[config.mk]
export PLATFORM = sky130hd
export DESIGN_NAME = fetch_ctrl_flat
export DESIGN_NICKNAME = d
export VERILOG_FILES = /design/src/rtl/fetch_ctrl_if.sv /design/src/rtl/fetch_ctrl.sv /design/src/flat_wrapper.sv
export SDC_FILE = /design/constraint.sdc
export NUM_CORES = 1
export LEC_CHECK = 0
export CAP_MARGIN = 5
export CELL_PAD_IN_SITES_DETAIL_PLACEMENT = 1
export CELL_PAD_IN_SITES_GLOBAL_PLACEMENT = 1
export CORE_MARGIN = 2
export CORE_UTILIZATION = 35
export CTS_CLUSTER_DIAMETER = 40
export DETAILED_ROUTE_END_ITERATION = 10
export PLACE_DENSITY_LB_ADDON = 0.1
export SETUP_SLACK_MARGIN = 0.02
export SYNTH_ARGS = -nofsm -noshare
export SYNTH_HDL_FRONTEND = slang
export SYNTH_SLANG_ARGS = --single-unit
[constraint.sdc]
create_clock -name clk -period 2.5 [get_ports clk]
set_clock_uncertainty 0.05 [all_clocks]
set_input_delay 0.25 -clock clk [delete_from_list [all_inputs] [get_ports clk]]
set_output_delay 0.25 -clock clk [all_outputs]
set_load 0.1 [all_outputs]
[src/rtl/fetch_ctrl_if.sv]
// Fetch-path control bundle: hazard/redirect/halt inputs seen by the
// sequencer and the PC / IF-ID / ID-EX controls it produces.
interface fetch_ctrl_if #(
  parameter int CNT_W = 16
);
  logic             MemRead_ex;
  logic [4:0]       Rt_ex;
  logic [4:0]       Rs_id;
  logic [4:0]       Rt_id;
  logic             Branch;
  logic             Jump;
  logic             Halt_id;
  logic             Resume;
  logic             MulBusy;
  logic             IFWrite;
  logic             IDWrite;
  logic             IF_ID_flush;
  logic             Bubble;
  logic             Halted;
  logic [CNT_W-1:0] StallCount;

  // Pipeline side: drives hazard/redirect inputs, consumes the enables.
  modport master (
    output MemRead_ex, Rt_ex, Rs_id, Rt_id, Branch, Jump, Halt_id, Resume, MulBusy,
    input  IFWrite, IDWrite, IF_ID_flush, Bubble, Halted, StallCount
  );

  // Sequencer side.
  modport slave (
    input  MemRead_ex, Rt_ex, Rs_id, Rt_id, Branch, Jump, Halt_id, Resume, MulBusy,
    output IFWrite, IDWrite, IF_ID_flush, Bubble, Halted, StallCount
  );
endinterface

[src/rtl/fetch_ctrl.sv]
// Fetch-path pipeline sequencer: boot hold-off, load-use stall, multiplier
// wait, branch/jump flush and halt/resume, plus a saturating stall counter.
module fetch_ctrl #(
  parameter int BOOT_CYCLES = 2,
  parameter int CNT_W       = 16
) (
  input  logic       clk,
  input  logic       reset,
  fetch_ctrl_if.slave bus
);

  typedef enum logic [1:0] {
    ST_BOOT     = 2'd0,
    ST_RUN      = 2'd1,
    ST_MUL_WAIT = 2'd2,
    ST_HALT     = 2'd3
  } state_t;

  localparam logic [3:0]       BOOT_LAST = 4'(BOOT_CYCLES - 1);
  localparam logic [CNT_W-1:0] CNT_MAX   = {CNT_W{1'b1}};

  state_t           state_r;
  state_t           state_next_s;
  logic [3:0]       boot_cnt_r;
  logic             resumed_r;   // halt instruction still in ID after resume
  logic             halted_r;
  logic [CNT_W-1:0] stall_cnt_r;

  logic luh_s;
  logic redir_s;
  logic if_write_s;
  logic id_write_s;
  logic flush_s;
  logic bubble_s;

  // A load into r0 never creates a dependency.
  assign luh_s   = bus.MemRead_ex & (bus.Rt_ex != 5'd0) &
                   ((bus.Rt_ex == bus.Rs_id) | (bus.Rt_ex == bus.Rt_id));
  assign redir_s = bus.Branch | bus.Jump;

  // State register.
  always_ff @(posedge clk or posedge reset) begin
    if (reset) begin
      state_r <= ST_BOOT;
    end else begin
      state_r <= state_next_s;
    end
  end

  // Next-state selection following the RUN priority order.
  always_comb begin
    state_next_s = state_r;
    case (state_r)
      ST_BOOT: begin
        if (boot_cnt_r == BOOT_LAST) begin
          state_next_s = ST_RUN;
        end else begin
          state_next_s = ST_BOOT;
        end
      end
      ST_RUN: begin
        if (bus.MulBusy) begin
          state_next_s = ST_MUL_WAIT;
        end else if (luh_s) begin
          state_next_s = ST_RUN;
        end else if (bus.Halt_id && !resumed_r) begin
          state_next_s = ST_HALT;
        end else begin
          state_next_s = ST_RUN;
        end
      end
      ST_MUL_WAIT: begin
        if (!bus.MulBusy) begin
          state_next_s = ST_RUN;
        end else begin
          state_next_s = ST_MUL_WAIT;
        end
      end
      ST_HALT: begin
        if (bus.Resume) begin
          state_next_s = ST_RUN;
        end else begin
          state_next_s = ST_HALT;
        end
      end
      default: state_next_s = ST_BOOT;
    endcase
  end

  // Pipeline enables; reset forces a held, bubbling pipe without flush.
  always_comb begin
    if_write_s = 1'b0;
    id_write_s = 1'b0;
    flush_s    = 1'b0;
    bubble_s   = 1'b1;
    if (reset) begin
      flush_s = 1'b0;
    end else begin
      case (state_r)
        ST_BOOT: begin
          flush_s  = 1'b1;
          bubble_s = 1'b1;
        end
        ST_RUN: begin
          if (bus.MulBusy) begin
            bubble_s = 1'b0;
          end else if (luh_s) begin
            bubble_s = 1'b1;              // redirect deferred until operands forward
          end else if (resumed_r) begin
            if_write_s = 1'b1;            // halt leaves ID and enters EX as a nop
            id_write_s = 1'b1;
            bubble_s   = 1'b1;
          end else if (bus.Halt_id) begin
            bubble_s = 1'b1;
          end else if (redir_s) begin
            if_write_s = 1'b1;
            id_write_s = 1'b1;
            flush_s    = 1'b1;
            bubble_s   = 1'b0;
          end else begin
            if_write_s = 1'b1;
            id_write_s = 1'b1;
            bubble_s   = 1'b0;
          end
        end
        ST_MUL_WAIT: begin
          bubble_s = 1'b0;
        end
        ST_HALT: begin
          bubble_s = 1'b1;
        end
        default: begin
          bubble_s = 1'b1;
        end
      endcase
    end
  end

  // Boot hold-off counter, restarted only by reset.
  always_ff @(posedge clk or posedge reset) begin
    if (reset) begin
      boot_cnt_r <= 4'd0;
    end else if (state_r == ST_BOOT) begin
      boot_cnt_r <= boot_cnt_r + 4'd1;
    end else begin
      boot_cnt_r <= boot_cnt_r;
    end
  end

  // Halt mask: set on resume, dropped once the halt instruction leaves ID.
  always_ff @(posedge clk or posedge reset) begin
    if (reset) begin
      resumed_r <= 1'b0;
    end else if ((state_r == ST_HALT) && bus.Resume) begin
      resumed_r <= 1'b1;
    end else if ((state_r == ST_RUN) && id_write_s) begin
      resumed_r <= 1'b0;
    end else begin
      resumed_r <= resumed_r;
    end
  end

  // Registered halt status, tracking entry into and exit from HALT.
  always_ff @(posedge clk or posedge reset) begin
    if (reset) begin
      halted_r <= 1'b0;
    end else begin
      halted_r <= (state_next_s == ST_HALT);
    end
  end

  // Saturating count of fetch-stalled cycles while the core is running.
  always_ff @(posedge clk or posedge reset) begin
    if (reset) begin
      stall_cnt_r <= {CNT_W{1'b0}};
    end else if (((state_r == ST_RUN) || (state_r == ST_MUL_WAIT)) &&
                 !if_write_s && (stall_cnt_r != CNT_MAX)) begin
      stall_cnt_r <= stall_cnt_r + CNT_W'(1);
    end else begin
      stall_cnt_r <= stall_cnt_r;
    end
  end

  assign bus.IFWrite     = if_write_s;
  assign bus.IDWrite     = id_write_s;
  assign bus.IF_ID_flush = flush_s;
  assign bus.Bubble      = bubble_s;
  assign bus.Halted      = halted_r;
  assign bus.StallCount  = stall_cnt_r;

endmodule

[src/flat_wrapper.sv]
// flat-port wrapper written by rule: the top's interface ports become plain ports
module fetch_ctrl_flat 
#(
  parameter int BOOT_CYCLES = 2,
  parameter int CNT_W       = 16
)
  (clk, reset, bus_MemRead_ex, bus_Rt_ex, bus_Rs_id, bus_Rt_id, bus_Branch, bus_Jump, bus_Halt_id, bus_Resume, bus_MulBusy, bus_IFWrite, bus_IDWrite, bus_IF_ID_flush, bus_Bubble, bus_Halted, bus_StallCount);
  fetch_ctrl_if #(.CNT_W(CNT_W)) bus_i ();
  input  logic clk;
  input  logic reset;
  input wire logic [$bits(bus_i.MemRead_ex)-1:0] bus_MemRead_ex;
  input wire logic [$bits(bus_i.Rt_ex)-1:0] bus_Rt_ex;
  input wire logic [$bits(bus_i.Rs_id)-1:0] bus_Rs_id;
  input wire logic [$bits(bus_i.Rt_id)-1:0] bus_Rt_id;
  input wire logic [$bits(bus_i.Branch)-1:0] bus_Branch;
  input wire logic [$bits(bus_i.Jump)-1:0] bus_Jump;
  input wire logic [$bits(bus_i.Halt_id)-1:0] bus_Halt_id;
  input wire logic [$bits(bus_i.Resume)-1:0] bus_Resume;
  input wire logic [$bits(bus_i.MulBusy)-1:0] bus_MulBusy;
  output wire logic [$bits(bus_i.IFWrite)-1:0] bus_IFWrite;
  output wire logic [$bits(bus_i.IDWrite)-1:0] bus_IDWrite;
  output wire logic [$bits(bus_i.IF_ID_flush)-1:0] bus_IF_ID_flush;
  output wire logic [$bits(bus_i.Bubble)-1:0] bus_Bubble;
  output wire logic [$bits(bus_i.Halted)-1:0] bus_Halted;
  output wire logic [$bits(bus_i.StallCount)-1:0] bus_StallCount;
  assign bus_i.MemRead_ex = bus_MemRead_ex;
  assign bus_i.Rt_ex = bus_Rt_ex;
  assign bus_i.Rs_id = bus_Rs_id;
  assign bus_i.Rt_id = bus_Rt_id;
  assign bus_i.Branch = bus_Branch;
  assign bus_i.Jump = bus_Jump;
  assign bus_i.Halt_id = bus_Halt_id;
  assign bus_i.Resume = bus_Resume;
  assign bus_i.MulBusy = bus_MulBusy;
  assign bus_IFWrite = bus_i.IFWrite;
  assign bus_IDWrite = bus_i.IDWrite;
  assign bus_IF_ID_flush = bus_i.IF_ID_flush;
  assign bus_Bubble = bus_i.Bubble;
  assign bus_Halted = bus_i.Halted;
  assign bus_StallCount = bus_i.StallCount;
  fetch_ctrl #(.BOOT_CYCLES(BOOT_CYCLES), .CNT_W(CNT_W)) u_core (.clk(clk), .reset(reset), .bus(bus_i));
endmodule
======== After elaboration in Yosys (flattened, before gate mapping) ========
Cells that the tools add are included.
storage, ports and cells
  register bits after elaboration ......... 24
  logic and storage cells ................. 59
cells by class
  bitwise logic cells ..................... 4
  equality and inequality tests ........... 8
  $add $sub $neg .......................... 2
  reduce and logical (&&, ||, !) cells .... 12
  muxes and demuxes ....................... 28
operators with widths
  operator                                             count
  two-way mux 1 bit                                    20
  adder 16 x 1 -> 16 bit, second input constant        1
  != test 16 bit, second input constant                1
  equality test 5 bit                                  2
  two-way mux 2 bit                                    5
  one-hot mux 2 bit (4 select lines)                   1
  equality test 2 bit, second input constant           3
  logical AND 1 bit                                    5
  nonzero test 5 bit                                   1
  adder 4 x 1 -> 4 bit, second input constant          1
  equality test 4 x 1 -> 1 bit, second input constant  1
  one-hot mux 1 bit (3 select lines)                   1
  bitwise AND 1 bit                                    2
  equality test 2 x 1 -> 1 bit, second input constant  1
  logical NOT 1 bit                                    2
  logical NOT 2 bit                                    1
  OR 1 bit                                             2
  one-hot mux 1 bit (2 select lines)                   1
  nonzero test 2 bit                                   1
  OR reduction 2 bit                                   1
  logical OR 1 bit                                     1

======== Logic depth before layout (Yosys ltp) ========
  word-level depth ........................ 10
  gate-level depth with buffers ........... 9

======== Worst setup path before layout ========
OpenSTA, ideal clock, no wires.
  path kind ............................... in2out
  start ................................... input bus_Rt_ex[0]
  end ..................................... output bus_IFWrite
  stages on the path ...................... 5
  setup slack ............................. -0.781 ns
  buffers on the path ..................... 1
  arrival time ............................ 2.981 ns
  required time ........................... 2.200 ns
  path through ............................ or4_1 > o21ai_1 > nand2b_1 > nor2b_1 > buf_4
on the way
  longest elaborated chain between the ends .. 7
  elaborated cells on any way between the ends .. 10
  those cells by class .................... eq/ne: 2; mux: 4; bitwise: 3; reduce/logical: 1
ends and longest elaborated chain
  item                                                       RTL line                            text
  start, declared                                            flat_wrapper.sv:12                  input wire logic [$bits(bus_i.Rt_ex)-1:0] bus_Rt_ex;
  equality test 5 bit or nonzero test 5 bit (tied branches)  fetch_ctrl.sv:38, fetch_ctrl.sv:37
  OR 1 bit or bitwise AND 1 bit (tied branches)              fetch_ctrl.sv:38, fetch_ctrl.sv:37
  bitwise AND 1 bit (*)                                      fetch_ctrl.sv:37                    assign luh_s = bus.MemRead_ex & (bus.Rt_ex != 5'd0) &
  two-way mux 1 bit (*) (4 in a row)                         -
  end, declared                                              flat_wrapper.sv:20                  output wire logic [$bits(bus_i.IFWrite)-1:0] bus_IFWrite;
Mark *: on every way between the ends. The rest lies on a longest branch, timed or not.

======== Worst setup path in the final report ========
  start ................................... input bus_Rt_ex[2]
  end ..................................... output bus_Bubble
on the way
  longest elaborated chain between the ends .. 7
  elaborated cells on any way between the ends .. 10
  those cells by class .................... eq/ne: 2; mux: 4; bitwise: 3; reduce/logical: 1
ends and longest elaborated chain
  item                                                       RTL line                            text
  equality test 5 bit or nonzero test 5 bit (tied branches)  fetch_ctrl.sv:38, fetch_ctrl.sv:37
  OR 1 bit or bitwise AND 1 bit (tied branches)              fetch_ctrl.sv:38, fetch_ctrl.sv:37
  bitwise AND 1 bit (*)                                      fetch_ctrl.sv:37
  two-way mux 1 bit (*)                                      fetch_ctrl.sv:107                   end else if (luh_s) begin
  two-way mux 1 bit (*)                                      fetch_ctrl.sv:105                   if (bus.MulBusy) begin
  one-hot mux 1 bit (3 select lines) (*)                     fetch_ctrl.sv:99                    case (state_r)
  two-way mux 1 bit (*)                                      fetch_ctrl.sv:96                    if (reset) begin
  end, declared                                              flat_wrapper.sv:23                  output wire logic [$bits(bus_i.Bubble)-1:0] bus_Bubble;
Marks and branches as above.

==> parameters.txt <==
Parameter                              Value

Run status
  Result of the run ... complete, no violations

Power and ir drop
  Power per Cell Area ... 801 nW/um^2
  Leakage power figure ... ~0.00093 uW
  Power consumption ... approximately 1700 uW
  Worst IR Drop VDD ... between 0.8 and 0.9 mV

Worst setup path
  Nature of the critical path endpoint ... output port
  Maximum fanout encountered on the critical timing path ... 4
  Number of buffer and inverter instances along the worst setup path ... 2
  Kind of critical path ... in2out
  Critical Path End ... bus_Bubble
  Largest delay share family, worst path ... simple AND/OR/NAND/NOR gates
  Longest individual stage delay on the worst path ... about 0.5 ns
  RR Endpoint ... u_core.bus.StallCount[5]
  Reg2Reg Setup Slack ... about 0.26 ns
  Critical R2R Launch ... u_core.state_r[1]
  Reg2reg path depth ... 9
  Critical path cell sequence ... clkdlybuf4s50_1 > or4_4 > o21ai_2 > nand2b_4 > a21oi_1 > a211o_1 > buf_12
  Critical Path Source ... bus_Rt_ex[2]
  Slowest cell on the critical path ... or4_4
  Startpoint type of the worst setup path ... primary input
  Required time of the critical path ... 2.20 ns
  Data arrival time of the critical path ... roughly 2.1 ns
  Levels on crit path ... 7

Die
  Number of I/O pins ... 44
  Full die area ... between 4000 and 5000 um^2
  Placeable core region ... roughly 4000 um^2
  DIE HEIGHT ... roughly 68 um
  Width of the die ... a little under 70 um
  Starting density of the core ... a little over a third
  Row Count ... 23

Yosys
  Number of storage elements in the synthesis netlist ... 24
  Synthesis Warnings ... 0
  Count of flip-flops with a built-in enable after synthesis ... 0
  Synthesized netlist net count ... ~170
  Count leader, synth ... dfrtp_1
  Cell count after synthesis ... 143
  Number of library cell types mapped by synthesis ... 39
  Leading post-synthesis cells by instance count ... dfrtp_1, xnor2_1, nand3_1, nor2_1
  Syn avg cell area ... roughly 10 um^2
  Post-synth top flop ... dfrtp_1
  Largest cells by area after synthesis ... dfrtp_1, xnor2_1, ha_1
  Synth top area share ... 41.5%
  Cell Area, Synth ... between 1000 and 1500 um^2
  Cell taking the most area after synthesis ... dfrtp_1
  Sequential element share of the synthesized area ... slightly above 40%
  Share of flip-flops with an asynchronous set or reset ... 100%

STA
  Final count of hold timing violations ... 0
  Highest Clock Rate ... between 400 and 500 MHz
  Least-Margin Pin Slew ... between 0.5 and 0.6 ns
  Max-Slew Margin vs Limit ... 66.1%
  Ratio of final minimum period to clock period ... 96.3%
  Unrepaired setup endpoints after global routing ... false
  Final TNS setup ... 0 ns
  Max-slew violations ... 0
  Final setup violation count ... 0
  Post-layout minimum cycle time ... ~2.4 ns

Clocking
  Count of hold-fix buffers inserted at cts ... 0
  Clock root buffer master ... clkbuf_8
  Number of buffers added for setup after CTS ... 0
  Sinks on Clock Net ... 24
  TritonCTS buffer count ... 3
  Clock insertion delay at the later pin of the skew report ... roughly 0.26 ns
  Number of buffers on the longest clock path ... 2
  Clock tree from TritonCTS ... built
  Clock transition time at the flip-flop clock pins of the worst setup and hold paths ... 0.08 ns
  CTS H-tree lvls ... 1

Global routing
  Wire length of the first global-routing pass ... slightly below 6 mm
  Overflow after GRT ... 0
  Vias in the first global route ... between 1000 and 1500
  Maximum number of pins on one net before global-route repair ... 25
  Total GRT Usage ... between 15 and 20%
  Antenna violations before repair ... 0

Placement
  Port buffer count ... 43
  Hpwl dp ... between 2 and 3 mm
  Final estimated routing congestion in global placement ... 0.761

Drt
  Vias post-DR ... 1219
  WL/cell ... between 10 and 15 um
  Vias per inst ... around 5
  DRT antenna net count ... 0
  First-pass DRT Iterations ... 2
  Number of DRC violations after detailed routing ... 0
  Number of violations reported at the end of detailed-routing iteration 0 ... 33
  Sum of routed wire length over all layers ... approximately 3.7 mm

Min path
  Worst min-delay path class ... in2async

Cells and area
  Number of antenna repair diodes ... 0
  Number of nets in the finished design ... 228
  Share of layout cells above drive strength 1 ... between 20% and 30%
  Signed area change from the synthesized netlist to the final layout ... 43.5%

Run
  Max Cap Violations ... 0
## tightest hold or removal path: stages
cell and delay, ns:
clkdlybuf4s50_1 0.45, inv_1 0.12, buf_4 0.32
## what timing repair did
item / CTS / global route
resized for setup: 2 / 4
hold endpoints to repair: 0 / 0
setup endpoints to repair: 3 / 5
## area by class of cell
type / count / area, um^2
Tap cell: 50 / 62.6
Clock buffer: 4 / 55.1
Inverter: 8 / 30.0
Timing Repair Buffer: 54 / 515
Sequential cell: 24 / 603
Fill cell: 455 / 1920
Multi-Input combinational cell: 107 / 810
## metal layers
| metal | vias to the layer above | routed length (um) | GRT usage [%] |
|---|---|---|---|
| li1 | 601 | - | - |
| met1 | 577 | 1640 | 21.4 |
| met2 | 35 | 1750 | 29.4 |
| met3 | 6 | 216 | 2.63 |
| met4 | 0 | 44 | 6.25 |
| met5 | - | 0 | 0 |
## logic make-up (layout without fill, tap and decap cells)
group,after synthesis,in the layout,synth area share (%)
xor+xnor,27,27,16.3
buf+inv,12,66,4.41
mux,2,2,1.47
flops,24,24,41.5
compound gates,14,14,6.83
simple gates,57,57,23.4
fa+ha+maj,7,7,6.06
## report_power, final
group          total, uW  switching [uW]  internal [uW]
combinational        828             535            293
sequential           578             101            477
clock                256             116            140
## how the worst min path moves through the flow
stage / startpoint / end / slack [ns]
floorplan: reset / u_core.boot_cnt_r[0] / 0.23
global placement: u_core.boot_cnt_r[3] / u_core.boot_cnt_r[3] / 0.41
detailed placement: u_core.boot_cnt_r[3] / u_core.boot_cnt_r[3] / 0.41
CTS: u_core.boot_cnt_r[3] / u_core.boot_cnt_r[3] / 0.42
global route: reset / u_core.bus.Halted / 0.46
finish: reset / u_core.bus.Halted / 0.42
## registers in the layout, summed over array words and instances, names as in the netlist
register,flops
u_core.boot_cnt_r,4
u_core.resumed_r,1
u_core.state_r,2
u_core.bus.StallCount,16
u_core.bus.Halted,1
## through the flow
stage,worst slack [ns],hold WS (ns),util (%),area [um^2],cells
2_1_floorplan,-0.180,0.231,-,1460,143
3_3_place_gp,-0.0111,0.406,49.9,2000,243
3_5_place_dp,-0.0285,0.410,49.9,2000,243
4_1_cts,0.0231,0.421,51.6,2060,247
5_1_grt,0.0297,0.455,51.9,2080,247
6_report,0.0931,0.418,51.9,2080,247
## layout by cell type, fill, tap and decap left out, types with 2 or more instances in the layout
master           count
inv_1                8
nand3_1             11
nor3_1               2
xnor2_1             20
or3_1                2
buf_4               28
nand2_1              8
dlymetal6s2s_1       2
and3_1               4
o21ai_0              4
xor2_1               7
nor4_1               3
a21oi_1              2
buf_12               4
clkbuf_8             4
o21ai_2              2
nand4_1              3
ha_1                 7
clkdlybuf4s50_1     20
nor3b_1              2
nor2_1               9
dfrtp_2              2
dfrtp_1             22
Note: power is estimated with default switching activity, not from simulation.
